`config.mk`:
```
export PLATFORM = sky130hd
export DESIGN_NAME = div_issue_ctrl_flat
export DESIGN_NICKNAME = d
export VERILOG_FILES = /design/src/rtl/common.sv /design/src/rtl/div_issue_ctrl_if.sv /design/src/rtl/div_issue_ctrl.sv /design/src/flat_wrapper.sv
export SDC_FILE = /design/constraint.sdc
export NUM_CORES = 1
export LEC_CHECK = 0
export BUFFER_PORTS_ARGS = -buffer_cell sky130_fd_sc_hd__clkbuf_2
export CORE_AREA = 2 2 120 122
export CTS_CLUSTER_SIZE = 20
export DETAILED_ROUTE_END_ITERATION = 8
export DIE_AREA = 0 0 122 124
export HOLD_SLACK_MARGIN = 0.08
export PLACE_DENSITY = 0.7
export SLEW_MARGIN = 20
export SYNTH_ARGS = -nofsm -noshare
export SYNTH_HDL_FRONTEND = slang
export SYNTH_SLANG_ARGS = --single-unit
```
`constraint.sdc`:
```
create_clock -name clk -period 2 [get_ports clk]
set_input_delay 0.4 -clock clk [delete_from_list [all_inputs] [get_ports clk]]
set_output_delay 0.4 -clock clk [all_outputs]
set_load 0.02 [all_outputs]
```
`src/rtl/common.sv`:
```
// Shared definitions for the EX stage.
//   XLEN_WIDTH  : integer datapath width
//   alu_op_type : ALU/divider operation encoding
package common;

    localparam int unsigned XLEN_WIDTH = 32;

    typedef enum logic [4:0] {
        ALU_ADD,
        ALU_SUB,
        ALU_AND,
        ALU_OR,
        ALU_XOR,
        ALU_SLL,
        ALU_SRL,
        ALU_SRA,
        ALU_SLT,
        ALU_SLTU,
        ALU_MUL,
        ALU_DIV,
        ALU_DIVU,
        ALU_REM,
        ALU_REMU
    } alu_op_type;

endpackage

```
`src/rtl/div_issue_ctrl_if.sv`:
```
// Request/writeback bus between the EX issue lanes, the divide issue
// controller and the writeback arbiter.
//   req_valid/req_ready : per-lane request handshake (2 lanes)
//   req_op/a/b/tag      : per-lane operation, dividend, divisor, dest tag
//   wb_valid/wb_ready   : result handshake towards writeback
//   wb_tag/wb_data      : result tag and data
// Modports: master = issue/writeback side, slave = controller.
interface div_issue_ctrl_if #(
    parameter int unsigned TAG_W = 6
);
    import common::*;

    logic [1:0]            req_valid;
    logic [1:0]            req_ready;
    alu_op_type            req_op  [2];
    logic [XLEN_WIDTH-1:0] req_a   [2];
    logic [XLEN_WIDTH-1:0] req_b   [2];
    logic [TAG_W-1:0]      req_tag [2];

    logic                  wb_valid;
    logic                  wb_ready;
    logic [TAG_W-1:0]      wb_tag;
    logic [XLEN_WIDTH-1:0] wb_data;

    modport master (
        output req_valid, req_op, req_a, req_b, req_tag, wb_ready,
        input  req_ready, wb_valid, wb_tag, wb_data
    );

    modport slave (
        input  req_valid, req_op, req_a, req_b, req_tag, wb_ready,
        output req_ready, wb_valid, wb_tag, wb_data
    );

endinterface

```
`src/rtl/div_issue_ctrl.sv`:
```
// Shares one iterative divider between the two EX issue lanes: round-robin
// grant, operand latch, divider start/finish sequencing, result buffering
// for writeback, and squash of in-flight work on flush.
// Ports:
//   clk, reset_n         : clock, synchronous active-low reset
//   flush                : pipeline flush, kills pending/in-flight work
//   bus (slave)          : request lanes + writeback handshake
//   div_start/div_op_in  : divider start pulse and op presented with it
//   div_op_out           : latched op for the divider result mux
//   div_a/div_b          : latched dividend/divisor
//   div_flush            : divider freeze, tied 0
//   div_busy/div_finish  : divider status / done pulse
//   div_result           : divider result
//   ctrl_busy            : high whenever the FSM is not IDLE
// Optional feature macro: DIV_ZERO_BYPASS_EN (divide-by-zero answered
// directly without starting the divider).
module div_issue_ctrl
    import common::*;
#(
    parameter int unsigned TAG_W   = 6,
    parameter int unsigned NUM_REQ = 2
) (
    input  logic                  clk,
    input  logic                  reset_n,
    input  logic                  flush,
    div_issue_ctrl_if.slave       bus,
    output logic                  div_start,
    output alu_op_type            div_op_in,
    output alu_op_type            div_op_out,
    output logic [XLEN_WIDTH-1:0] div_a,
    output logic [XLEN_WIDTH-1:0] div_b,
    output logic                  div_flush,
    input  logic                  div_busy,
    input  logic                  div_finish,
    input  logic [XLEN_WIDTH-1:0] div_result,
    output logic                  ctrl_busy
);

    if (NUM_REQ != 2) begin : g_num_req_check
        $error("div_issue_ctrl supports NUM_REQ == 2 only");
    end

    typedef enum logic [1:0] {IDLE, ISSUE, WAIT, HOLD} state_t;

    state_t                state_q;
    logic                  rr_q;
    logic                  squash_q;
    alu_op_type            op_q;
    logic [XLEN_WIDTH-1:0] a_q;
    logic [XLEN_WIDTH-1:0] b_q;
    logic [TAG_W-1:0]      tag_q;
    logic                  start_q;
    alu_op_type            op_in_q;
    logic                  wb_valid_q;
    logic [XLEN_WIDTH-1:0] wb_data_q;
    logic                  busy_q;

    logic                  sel;
    logic                  accept;
    logic [1:0]            ready;

    // Grant: rr_q breaks a tie, otherwise the single valid lane wins.
    always_comb begin
        sel   = (bus.req_valid == 2'b11) ? rr_q : bus.req_valid[1];
        ready = '0;
        if (state_q == IDLE && !flush && !div_busy) begin
            ready[sel] = bus.req_valid[sel];
        end
        accept        = |ready;
        bus.req_ready = ready;
    end

    always_ff @(posedge clk) begin
        if (!reset_n) begin
            state_q    <= IDLE;
            rr_q       <= 1'b0;
            squash_q   <= 1'b0;
            op_q       <= ALU_ADD;
            a_q        <= '0;
            b_q        <= '0;
            tag_q      <= '0;
            start_q    <= 1'b0;
            op_in_q    <= ALU_ADD;
            wb_valid_q <= 1'b0;
            wb_data_q  <= '0;
            busy_q     <= 1'b0;
        end else begin
            start_q <= 1'b0;
            op_in_q <= ALU_ADD;
            unique case (state_q)
                IDLE: begin
                    if (accept) begin
                        op_q   <= bus.req_op[sel];
                        a_q    <= bus.req_a[sel];
                        b_q    <= bus.req_b[sel];
                        tag_q  <= bus.req_tag[sel];
                        rr_q   <= ~sel;
                        busy_q <= 1'b1;
`ifdef DIV_ZERO_BYPASS_EN
                        if (bus.req_b[sel] == '0) begin
                            state_q    <= HOLD;
                            wb_valid_q <= 1'b1;
                            wb_data_q  <= (bus.req_op[sel] == ALU_DIV ||
                                           bus.req_op[sel] == ALU_DIVU)
                                          ? '1 : bus.req_a[sel];
                        end else begin
                            state_q <= ISSUE;
                            start_q <= 1'b1;
                            op_in_q <= bus.req_op[sel];
                        end
`else
                        state_q <= ISSUE;
                        start_q <= 1'b1;
                        op_in_q <= bus.req_op[sel];
`endif
                    end
                end
                ISSUE: begin
                    // The start pulse is already out; a flush here only
                    // marks the result for discard.
                    state_q <= WAIT;
                    if (flush) squash_q <= 1'b1;
                end
                WAIT: begin
                    if (div_finish) begin
                        wb_data_q <= div_result;
                        if (squash_q || flush) begin
                            squash_q <= 1'b0;
                            state_q  <= IDLE;
                            busy_q   <= 1'b0;
                        end else begin
                            state_q    <= HOLD;
                            wb_valid_q <= 1'b1;
                        end
                    end else if (flush) begin
                        squash_q <= 1'b1;
                    end
                end
                HOLD: begin
                    if (bus.wb_ready || flush) begin
                        state_q    <= IDLE;
                        wb_valid_q <= 1'b0;
                        busy_q     <= 1'b0;
                    end
                end
                default: state_q <= IDLE;
            endcase
        end
    end

    assign div_start    = start_q;
    assign div_op_in    = op_in_q;
    assign div_op_out   = op_q;
    assign div_a        = a_q;
    assign div_b        = b_q;
    assign div_flush    = 1'b0;
    assign ctrl_busy    = busy_q;
    assign bus.wb_valid = wb_valid_q;
    assign bus.wb_tag   = tag_q;
    assign bus.wb_data  = wb_data_q;

endmodule

```
`src/flat_wrapper.sv`:
```
// flat-port wrapper written by rule: the top's interface ports become plain ports
module div_issue_ctrl_flat import common::*;
#(
    parameter int unsigned TAG_W   = 6,
    parameter int unsigned NUM_REQ = 2
)
  (clk, reset_n, flush, div_start, div_op_in, div_op_out, div_a, div_b, div_flush, div_busy, div_finish, div_result, ctrl_busy, bus_req_valid, bus_req_op, bus_req_a, bus_req_b, bus_req_tag, bus_wb_ready, bus_req_ready, bus_wb_valid, bus_wb_tag, bus_wb_data);
  div_issue_ctrl_if #(.TAG_W(TAG_W)) bus_i ();
  input  logic clk;
  input  logic reset_n;
  input  logic flush;
  output logic div_start;
  output alu_op_type div_op_in;
  output alu_op_type div_op_out;
  output logic [XLEN_WIDTH-1:0] div_a;
  output logic [XLEN_WIDTH-1:0] div_b;
  output logic div_flush;
  input  logic div_busy;
  input  logic div_finish;
  input  logic [XLEN_WIDTH-1:0] div_result;
  output logic ctrl_busy;
  input wire logic [$bits(bus_i.req_valid)-1:0] bus_req_valid;
  input wire logic [$bits(bus_i.req_op)-1:0] bus_req_op;
  input wire logic [$bits(bus_i.req_a)-1:0] bus_req_a;
  input wire logic [$bits(bus_i.req_b)-1:0] bus_req_b;
  input wire logic [$bits(bus_i.req_tag)-1:0] bus_req_tag;
  input wire logic [$bits(bus_i.wb_ready)-1:0] bus_wb_ready;
  output wire logic [$bits(bus_i.req_ready)-1:0] bus_req_ready;
  output wire logic [$bits(bus_i.wb_valid)-1:0] bus_wb_valid;
  output wire logic [$bits(bus_i.wb_tag)-1:0] bus_wb_tag;
  output wire logic [$bits(bus_i.wb_data)-1:0] bus_wb_data;
  assign bus_i.req_valid = bus_req_valid;
  assign bus_i.req_op = {>>{bus_req_op}};
  assign bus_i.req_a = {>>{bus_req_a}};
  assign bus_i.req_b = {>>{bus_req_b}};
  assign bus_i.req_tag = {>>{bus_req_tag}};
  assign bus_i.wb_ready = bus_wb_ready;
  assign bus_req_ready = bus_i.req_ready;
  assign bus_wb_valid = bus_i.wb_valid;
  assign bus_wb_tag = bus_i.wb_tag;
  assign bus_wb_data = bus_i.wb_data;
  div_issue_ctrl #(.TAG_W(TAG_W), .NUM_REQ(NUM_REQ)) u_core (.clk(clk), .reset_n(reset_n), .flush(flush), .bus(bus_i), .div_start(div_start), .div_op_in(div_op_in), .div_op_out(div_op_out), .div_a(div_a), .div_b(div_b), .div_flush(div_flush), .div_busy(div_busy), .div_finish(div_finish), .div_result(div_result), .ctrl_busy(ctrl_busy));
endmodule
```
== Word level (Yosys, flattened, before mapping) ==
Cells that the tools add are included.
Storage, ports and cells
  bits of input ports: 190
  word-level logic and storage cells: 83
  output and inout bits: 118
  register bits after elaboration: 119
Operators by class
  bitwise logic cells: 3
  mux-type cells: 35
  $lt $le $gt $ge: 3
  reduce and logical (&&, ||, !) cells: 20
  eq/ne operators: 10
Operators by type and width (count)
  32-bit 2-to-1 mux: 6
  6-bit 2-to-1 mux: 3
  5-bit 2-to-1 mux: 3
  1-bit 2-to-1 mux: 13
  2-bit 2-to-1 mux: 5
  2-bit case mux with 4 select lines: 1
  2-bit AND reduction: 4
  2-bit == test (second input constant): 3
  2-bit by 1-bit inequality test with 1-bit output (second input constant): 3
  3-bit AND reduction: 2
  5-bit AND reduction: 1
  2-bit inequality test (second input constant): 2
  1-bit case mux with 2 select lines: 2
  4-bit AND reduction: 1
  2-bit nonzero test: 2
  1-bit logical AND: 3
  3-bit by 2-bit inequality test with 1-bit output (second input constant): 1
  1-bit case mux with 3 select lines: 1
  3-bit nonzero test: 1
  2-bit AND: 1
  2-bit by 1-bit == test with 1-bit output (second input constant): 1
  2-bit >= comparator (second input constant): 1
  1-bit zero test: 2
  2-bit zero test: 1
  other kinds (7): 8

== Longest topological paths before layout ==
Gate-level depths: netlist of the first run.
  word-level depth: 11
  depth in mapped cells: 8
  mapped depth without buffers: 6

== Least setup slack after synthesis of the first run ==
Ideal clock, no wire load.
  kind: reg2out
  start point: reg u_core.state_q[0]
  end point: out bus_req_ready[0]
  data arrival time: 1522 ps
  stages on the path, launching flop included: 5
  data required time: 1600 ps
  buffers on the path: 0
  slack: 78 ps
  cells stage by stage: dfxtp_1 -> inv_1 -> ha_1 -> or3b_4 -> a211oi_1
Between the ends
  longest elaborated chain between the ends: 4
Ends and longest elaborated chain
  from (decl): line div_issue_ctrl.sv:45  | state_t state_q;
  from (signal assigned): line div_issue_ctrl.sv:75  | state_q <= IDLE;
  from (signal assigned): line div_issue_ctrl.sv:112  | state_q <= ISSUE;
  from (signal assigned): line div_issue_ctrl.sv:121  | state_q <= WAIT;
  2-bit zero test: line div_issue_ctrl.sv:66  | if (state_q == IDLE && !flush && !div_busy) begin
  1-bit logical AND (2 in a row): line div_issue_ctrl.sv:66
  2-bit 2-to-1 mux: line div_issue_ctrl.sv:66
  to (decl): line flat_wrapper.sv:28  | output wire logic [$bits(bus_i.req_ready)-1:0] bus_req_ready;
Every way passes these cells.

== Worst setup path after layout of the first run ==
Same ends and word-level chain as after synthesis.

==> flow_metrics.env, run 1 <==
export IMPL_routed_via_count=4854
export IMPL_cts_tree="yes"
export IMPL_start_kind="flip-flop"
export IMPL_slowest_stage="or3b_4"
export IMPL_wl_per_cell_um=13.5
export IMPL_grt_pass1_vias=4429
export IMPL_die_w_um=122
export IMPL_syn_to_final_growth_pct=51.2
export IMPL_drc_errors=0
export IMPL_tns_ns=-0.0781
export IMPL_synthesis_nets=730
export IMPL_fillerInstances=1298
export IMPL_drive_above_1_share_pct=44.3
export IMPL_ys_seq_elements=119
export IMPL_ios=308
export IMPL_tightest_slew_ns=0.552
export IMPL_avgSynthCellArea_um2=9.19
export IMPL_dp_cells=1001
export IMPL_rsz0062_at_grt="true"
export IMPL_grt_pass1_wl_um=21000
export IMPL_grt_use_total_pct=17.6
export IMPL_min_path_type="in -> reg"
export IMPL_grt_start_max_net_pins=49
export IMPL_cp_cell_sequence="inv_2, ha_4, or3b_4, a211oi_2, buf_4"
export IMPL_cp_required_ns=1.60
export IMPL_drv_cap=0
export IMPL_setup_viol=2
export IMPL_std_cell_rows=43
export IMPL_io_buffers=306
export IMPL_holdWs_ns=0.221
export IMPL_worst_slack_ns=-0.0742
export IMPL_drtAntennaViolNets=0
export IMPL_nets=1037
export IMPL_place_congestion=0.781
export IMPL_yosysUniqueCellTypes=31
export IMPL_netlist_instances=535
export IMPL_path_buf_inv=2
export IMPL_die_area_um2=15100
export IMPL_power_leakage_nw=3.68
export IMPL_core_area_um2=13700
export IMPL_maxSlewHeadroom_pct=63.1
export IMPL_min_period_over_period_pct=104
export IMPL_slowest_delay_ns=0.41
export IMPL_netlist_area_um2=4920
export IMPL_end_kind="primary output"
export IMPL_vias_per_cell=4.70
export IMPL_drtIter0Drc=168
export IMPL_fin_cells=1033
export IMPL_crit_fanout=3
export IMPL_path_class="reg -> out"
export IMPL_drt_pass1_iterations=4
export IMPL_utilization_pct=54.2
export IMPL_status="finished with violations"
export IMPL_hold_viol=0
export IMPL_yosys_warnings=0
export IMPL_cts_buffers=17
export IMPL_drt_wl_total_um=14000
export IMPL_dpl_cell_area_um2=6790
export IMPL_slew_violations=0
export IMPL_yosysSeqAreaShare_pct=48.5
export IMPL_hpwl_um=10700
export IMPL_grt_ovfl_total=0
export IMPL_diodes=0
export IMPL_antenna_found_initial=0
export IMPL_power_density_nw_per_um2=1070
export IMPL_clock_sinks=119
export IMPL_fmax_mhz=482
export IMPL_die_y_um=124
export IMPL_cts_clk_slew_worst_paths_ns=0.05
export IMPL_critPathTopFamily="simple AND/OR/NAND/NOR gates"
export IMPL_cts_root_buf="clkbuf_16"
export IMPL_cts_path_max_buffers=2
export IMPL_layout_min_cycle_time_ns=2.07
export IMPL_postLayoutCellArea_um2=7430
export IMPL_initial_core_util_pct=35.8
export IMPL_ctsHtreeMaxLevel=4
export IMPL_dp_slack_ns=0.0253
export IMPL_ir_drop_uv=550
export IMPL_insertion_delay_ns=0.39
export IMPL_p_total_mw=7.94
export IMPL_fin_skew_ns=0.00589
export IMPL_arrival_ns=1.67
export IMPL_violations="negative setup slack"
## layer usage
metal | vias to the layer above | track usage [%] | wire length, µm
li1 | 2509 | - | -
met1 | 2162 | 20.6 | 5690
met2 | 173 | 31.3 | 7100
met3 | 10 | 4.95 | 1090
met4 | 0 | 5.68 | 118
met5 | - | 0 | 0
## cells in the final DEF, fill, tap and decap left out, types with 4 or more instances in the layout
master,count
a211oi_1,72
a211oi_2,5
a21oi_1,36
buf_12,11
buf_4,15
clkbuf_16,17
clkbuf_2,304
clkinv_2,7
dfxtp_1,117
ha_1,4
mux2i_1,75
nand2_1,68
nor2_1,84
## area by class of cell
| type | instances | area (µm²) | area share (%) |
|---|---|---|---|
| flip-flops and latches | 119 | 2390 | 32.1 |
| multi-input cells | 367 | 2360 | 31.7 |
| repair buffers | 332 | 1880 | 25.3 |
| clock buffers | 20 | 457 | 6.14 |
| well taps | 180 | 225 | 3.03 |
| clock inverters | 10 | 105 | 1.41 |
| inverters | 5 | 22.5 | 0.303 |
## sequential cells by signal (all words and copies together), names as in the netlist, 2 cells and up
register / flops
u_core.div_b: 32
u_core.bus.wb_data: 32
u_core.div_op_out: 5
u_core.bus.wb_tag: 6
u_core.div_op_in: 5
u_core.state_q: 2
u_core.div_a: 32
## report_power, final
group	switching, mW	internal [mW]
registers	0.169	2.71
clock network	1.01	1.87
logic	1.27	0.920
## cell usage after synthesis (all sizes together)
| master | count | area, µm² |
|---|---|---|
| dfxtp | 119 | 2380 |
| nand2 | 68 | 255 |
| inv | 4 | 15.0 |
| ha | 5 | 62.6 |
| o32ai | 1 | 8.76 |
| a311oi | 2 | 17.5 |
| nor3 | 1 | 5.00 |
| a31o | 1 | 8.76 |
| a21oi | 37 | 185 |
| clkbuf | 16 | 60.1 |
| conb | 1 | 3.75 |
| a31oi | 1 | 6.26 |
| o21ai | 2 | 13.8 |
| a211oi | 77 | 578 |
| o31ai | 1 | 7.51 |
| and4b | 1 | 10.0 |
| nor2 | 86 | 330 |
| clkinv | 1 | 3.75 |
| o41ai | 1 | 8.76 |
| nor3b | 2 | 15.0 |
| or3b | 1 | 11.3 |
| nand3 | 1 | 5.00 |
| buf | 28 | 153 |
| and2 | 2 | 12.5 |
| nor2b | 1 | 6.26 |
| mux2i | 75 | 751 |
## final timing paths
kind	depth (start not counted)	slack, ns	from	to
worst max-delay path	5	-0.07	u_core.state_q[0]$_SDFFE_PN0P_	bus_req_ready[0]
worst min-delay path	3	0.22	div_result[19]	u_core.bus.wb_data[19]$_SDFFE_PN0P_
worst max register to register	9	0	u_core.state_q[0]$_SDFFE_PN0P_	u_core.div_a[9]$_SDFFE_PN0P_
worst min register to register	2	0.45	u_core.bus.wb_data[29]$_SDFFE_PN0P_	u_core.bus.wb_data[29]$_SDFFE_PN0P_
## what timing repair did
item / CTS / global route
resized for setup: 10 / 12
setup endpoints to repair: 2 / 3
buffers inserted: 1 / 1
pin swaps: 1 / 15
hold buffers: 0 / 0
## tightest hold or removal path, delay by kind of cell
kind            cells  cell delay [ns]
compound gates      1             0.05
buf+inv             1             0.08
simple gates        1             0.04
## logic make-up (layout without fill, tap and decap cells)
logic type	Yosys count	count (layout)	synth area share, %
other	1	1	0.0763
AND/OR/NAND/NOR	163	163	13.2
flip-flops	119	119	48.5
buffers and inverters	49	367	4.71
AO/OA/AOI/OAI	123	123	17.0
multiplexers	75	75	15.3
adder cells (fa/ha/maj)	5	5	1.27
Note: power is estimated with default switching activity, not from simulation.
==> run 2: changes to the inputs <==
- ABC_AREA: unset -> 1
- PLACE_DENSITY: 0.7 -> 0.69
==> run 2 against run 1 <==
Core utilization shrank 2.3 points. Fmax grew 8.7%. Largest cell class unchanged. Largest power group unchanged. Non-clock buffer count shrank 17. The run now ends clean.
==> flow_metrics.env, run 2 <==
export IMPL_dpl_cell_area_um2=6530
export IMPL_synth_enable_flop_cells=0
export IMPL_ctsHtreeMaxLevel=4
export IMPL_syn_to_final_growth_pct=46.5
export IMPL_tightest_slew_ns=0.554
export IMPL_p_sw_share_pct=29.4
export IMPL_crit_start="u_core.state_q[1]$_SDFFE_PN0P_"
export IMPL_post_synth_top_count_cell="dfxtp_1"
export IMPL_reg2reg_from="u_core.state_q[1]$_SDFFE_PN0P_"
export IMPL_drtIter0Drc=215
export IMPL_postSynth_asyncResetShare_pct=0
export IMPL_internal_power_mw=5.25
export IMPL_status="finished, final reports clean"
export IMPL_drtAntennaViolNets=0
export IMPL_nets=1042
export IMPL_postLayoutCellArea_um2=7110
export IMPL_yosysTopAreaCellShare_pct=49.1
export IMPL_synth_area_leaders="dfxtp_1, mux2i_1, o21ai_1"
export IMPL_wl_per_cell_um=13.8
export IMPL_end_kind="primary output"
export IMPL_worst_slack_ns=0.0912
export IMPL_die_area_um2=15100
export IMPL_dp_slack_ns=0.215
export IMPL_worstHoldStart="div_result[1]"
export IMPL_cp_required_ns=1.60
export IMPL_hpwl_um=10600
export IMPL_postCtsHoldBufs=0
export IMPL_p_total_mw=7.44
export IMPL_seqPwrFrac_pct=37.7
export IMPL_synth_main_ff_cell="dfxtp_1"
export IMPL_clock_sinks=119
export IMPL_mostFrequentLayoutCells="clkbuf_2, dfxtp_1, nor2_1"
export IMPL_die_y_um=124
export IMPL_grt_pass1_wl_um=21300
export IMPL_drc_errors=0
export IMPL_avgSynthCellArea_um2=8.72
export IMPL_core_area_um2=13700
export IMPL_cts_clk_slew_worst_paths_ns=0.05
export IMPL_ios=308
export IMPL_arrival_ns=1.51
export IMPL_utilization_pct=51.8
export IMPL_min_period_over_period_pct=95.4
export IMPL_drv_cap=0
export IMPL_fin_skew_ns=0.00617
export IMPL_cts_path_max_buffers=2
export IMPL_layout_min_cycle_time_ns=1.91
export IMPL_yosysSeqAreaShare_pct=49.1
export IMPL_min_path_type="in -> reg"
export IMPL_start_kind="flip-flop"
export IMPL_drt_pass1_iterations=4
export IMPL_initial_core_util_pct=35.4
export IMPL_hold_viol=0
export IMPL_antenna_found_initial=0
export IMPL_die_w_um=122
export IMPL_cts_tree="yes"
export IMPL_power_density_nw_per_um2=1050
export IMPL_power_share_combinational_pct=23.7
export IMPL_power_leakage_nw=3.69
export IMPL_p_switching_mw=2.19
export IMPL_setup_viol=0
export IMPL_path_class="reg -> out"
export IMPL_grt_start_max_net_pins=111
export IMPL_synthesis_nets=752
export IMPL_netlist_top_cells_count="dfxtp_1, nor2_1, o21ai_1, nand3_1, mux2i_1"
export IMPL_slew_violations=0
export IMPL_diodes=0
export IMPL_vias_per_cell=4.66
export IMPL_cts_buffers=17
export IMPL_netlist_area_um2=4850
export IMPL_grt_ovfl_total=0
export IMPL_drt_wl_total_um=14300
export IMPL_grt_pass1_vias=4426
export IMPL_maxSlewHeadroom_pct=63.0
export IMPL_fmax_mhz=524
export IMPL_r2r_slack_ns=0.37
export IMPL_synth_top_area_cell="dfxtp_1"
export IMPL_yosys_warnings=0
export IMPL_ys_seq_elements=119
export IMPL_cts_root_buf="clkbuf_16"
export IMPL_std_cell_rows=43
export IMPL_io_buffers=306
export IMPL_grt_use_total_pct=18.2
export IMPL_insertion_delay_ns=0.41
export IMPL_clock_power_share_pct=38.6
export IMPL_routed_via_count=4835
export IMPL_yosysUniqueCellTypes=25
export IMPL_final_common_cell="clkbuf_2"
export IMPL_drive_above_1_share_pct=41.8
export IMPL_netlist_instances=557
export IMPL_place_congestion=0.834
export IMPL_tns_ns=0
export IMPL_ir_drop_uv=490
export IMPL_crit_fanout=5
-- run 2: through the flow --
stage | hold slack (ns) | cells
detailed placement | 0.468 | 1007
CTS | 0.224 | 1036
global placement | 0.463 | 1007
global route | 0.245 | 1037
floorplan | 0.488 | 557
finish | 0.245 | 1037
-- run 2: area by class of cell --
cell class | instances | area [µm²]
clock buffers | 25 | 485
multi-input cells | 378 | 2210
clock inverters | 4 | 70.1
inverters | 16 | 60.1
fillers | 1369 | 6610
well taps | 180 | 225
flip-flops and latches | 119 | 2380
repair buffers | 315 | 1680
-- run 2: kinds of logic (layout without fill, tap and decap cells) --
kind of cell	count (synthesis)	after routing	synth area share (%)
muxes	70	70	14.4
other	1	1	0.0772
adders and majority gates	5	5	1.29
and+or+nand+nor	185	185	16.6
AOI/OAI and AO/OA	117	117	12.6
buffers and inverters	60	360	5.95
DFF	119	119	49.1
-- run 2: power by group through the flow --
stage	registers, mW	clock network, mW	logic, mW
after floorplan	3.16	0	0.775
after global placement	2.84	0	1.72
after detailed placement	2.85	0	1.73
after CTS	2.80	2.94	1.76
after global routing	2.84	3.05	1.95
final	2.81	2.87	1.77
-- run 2: final timing paths --
kind | depth (start not counted) | to
worst max-delay path | 5 | bus_req_ready[0]
worst min-delay path | 3 | u_core.bus.wb_data[1]$_SDFFE_PN0P_
worst max register to register | 6 | u_core.div_a[2]$_SDFFE_PN0P_
worst min register to register | 2 | u_core.div_b[11]$_SDFFE_PN0P_
-- run 2: critical path, stage by stage, from the launching register on --
cell and delay (ns):
dfxtp_1 0.33, inv_2 0.11, ha_4 0.17, nand2_2 0.07, a211oi_2 0.23, buf_4 0.19
-- run 2: metal layers --
metal,part of all wire [%],global-route usage [%],vias up
met5,0,0,-
met4,2.1,8.05,0
met3,7.4,6.04,27
met2,48,30.3,185
met1,42,21.3,2137
li1,-,-,2486
-- run 2: repair_timing --
action                                  in CTS  in global routing
setup buffers                                0                  1
endpoints found under the setup margin       2                  1
resized for setup                            5                  3
pin swaps                                    0                  1
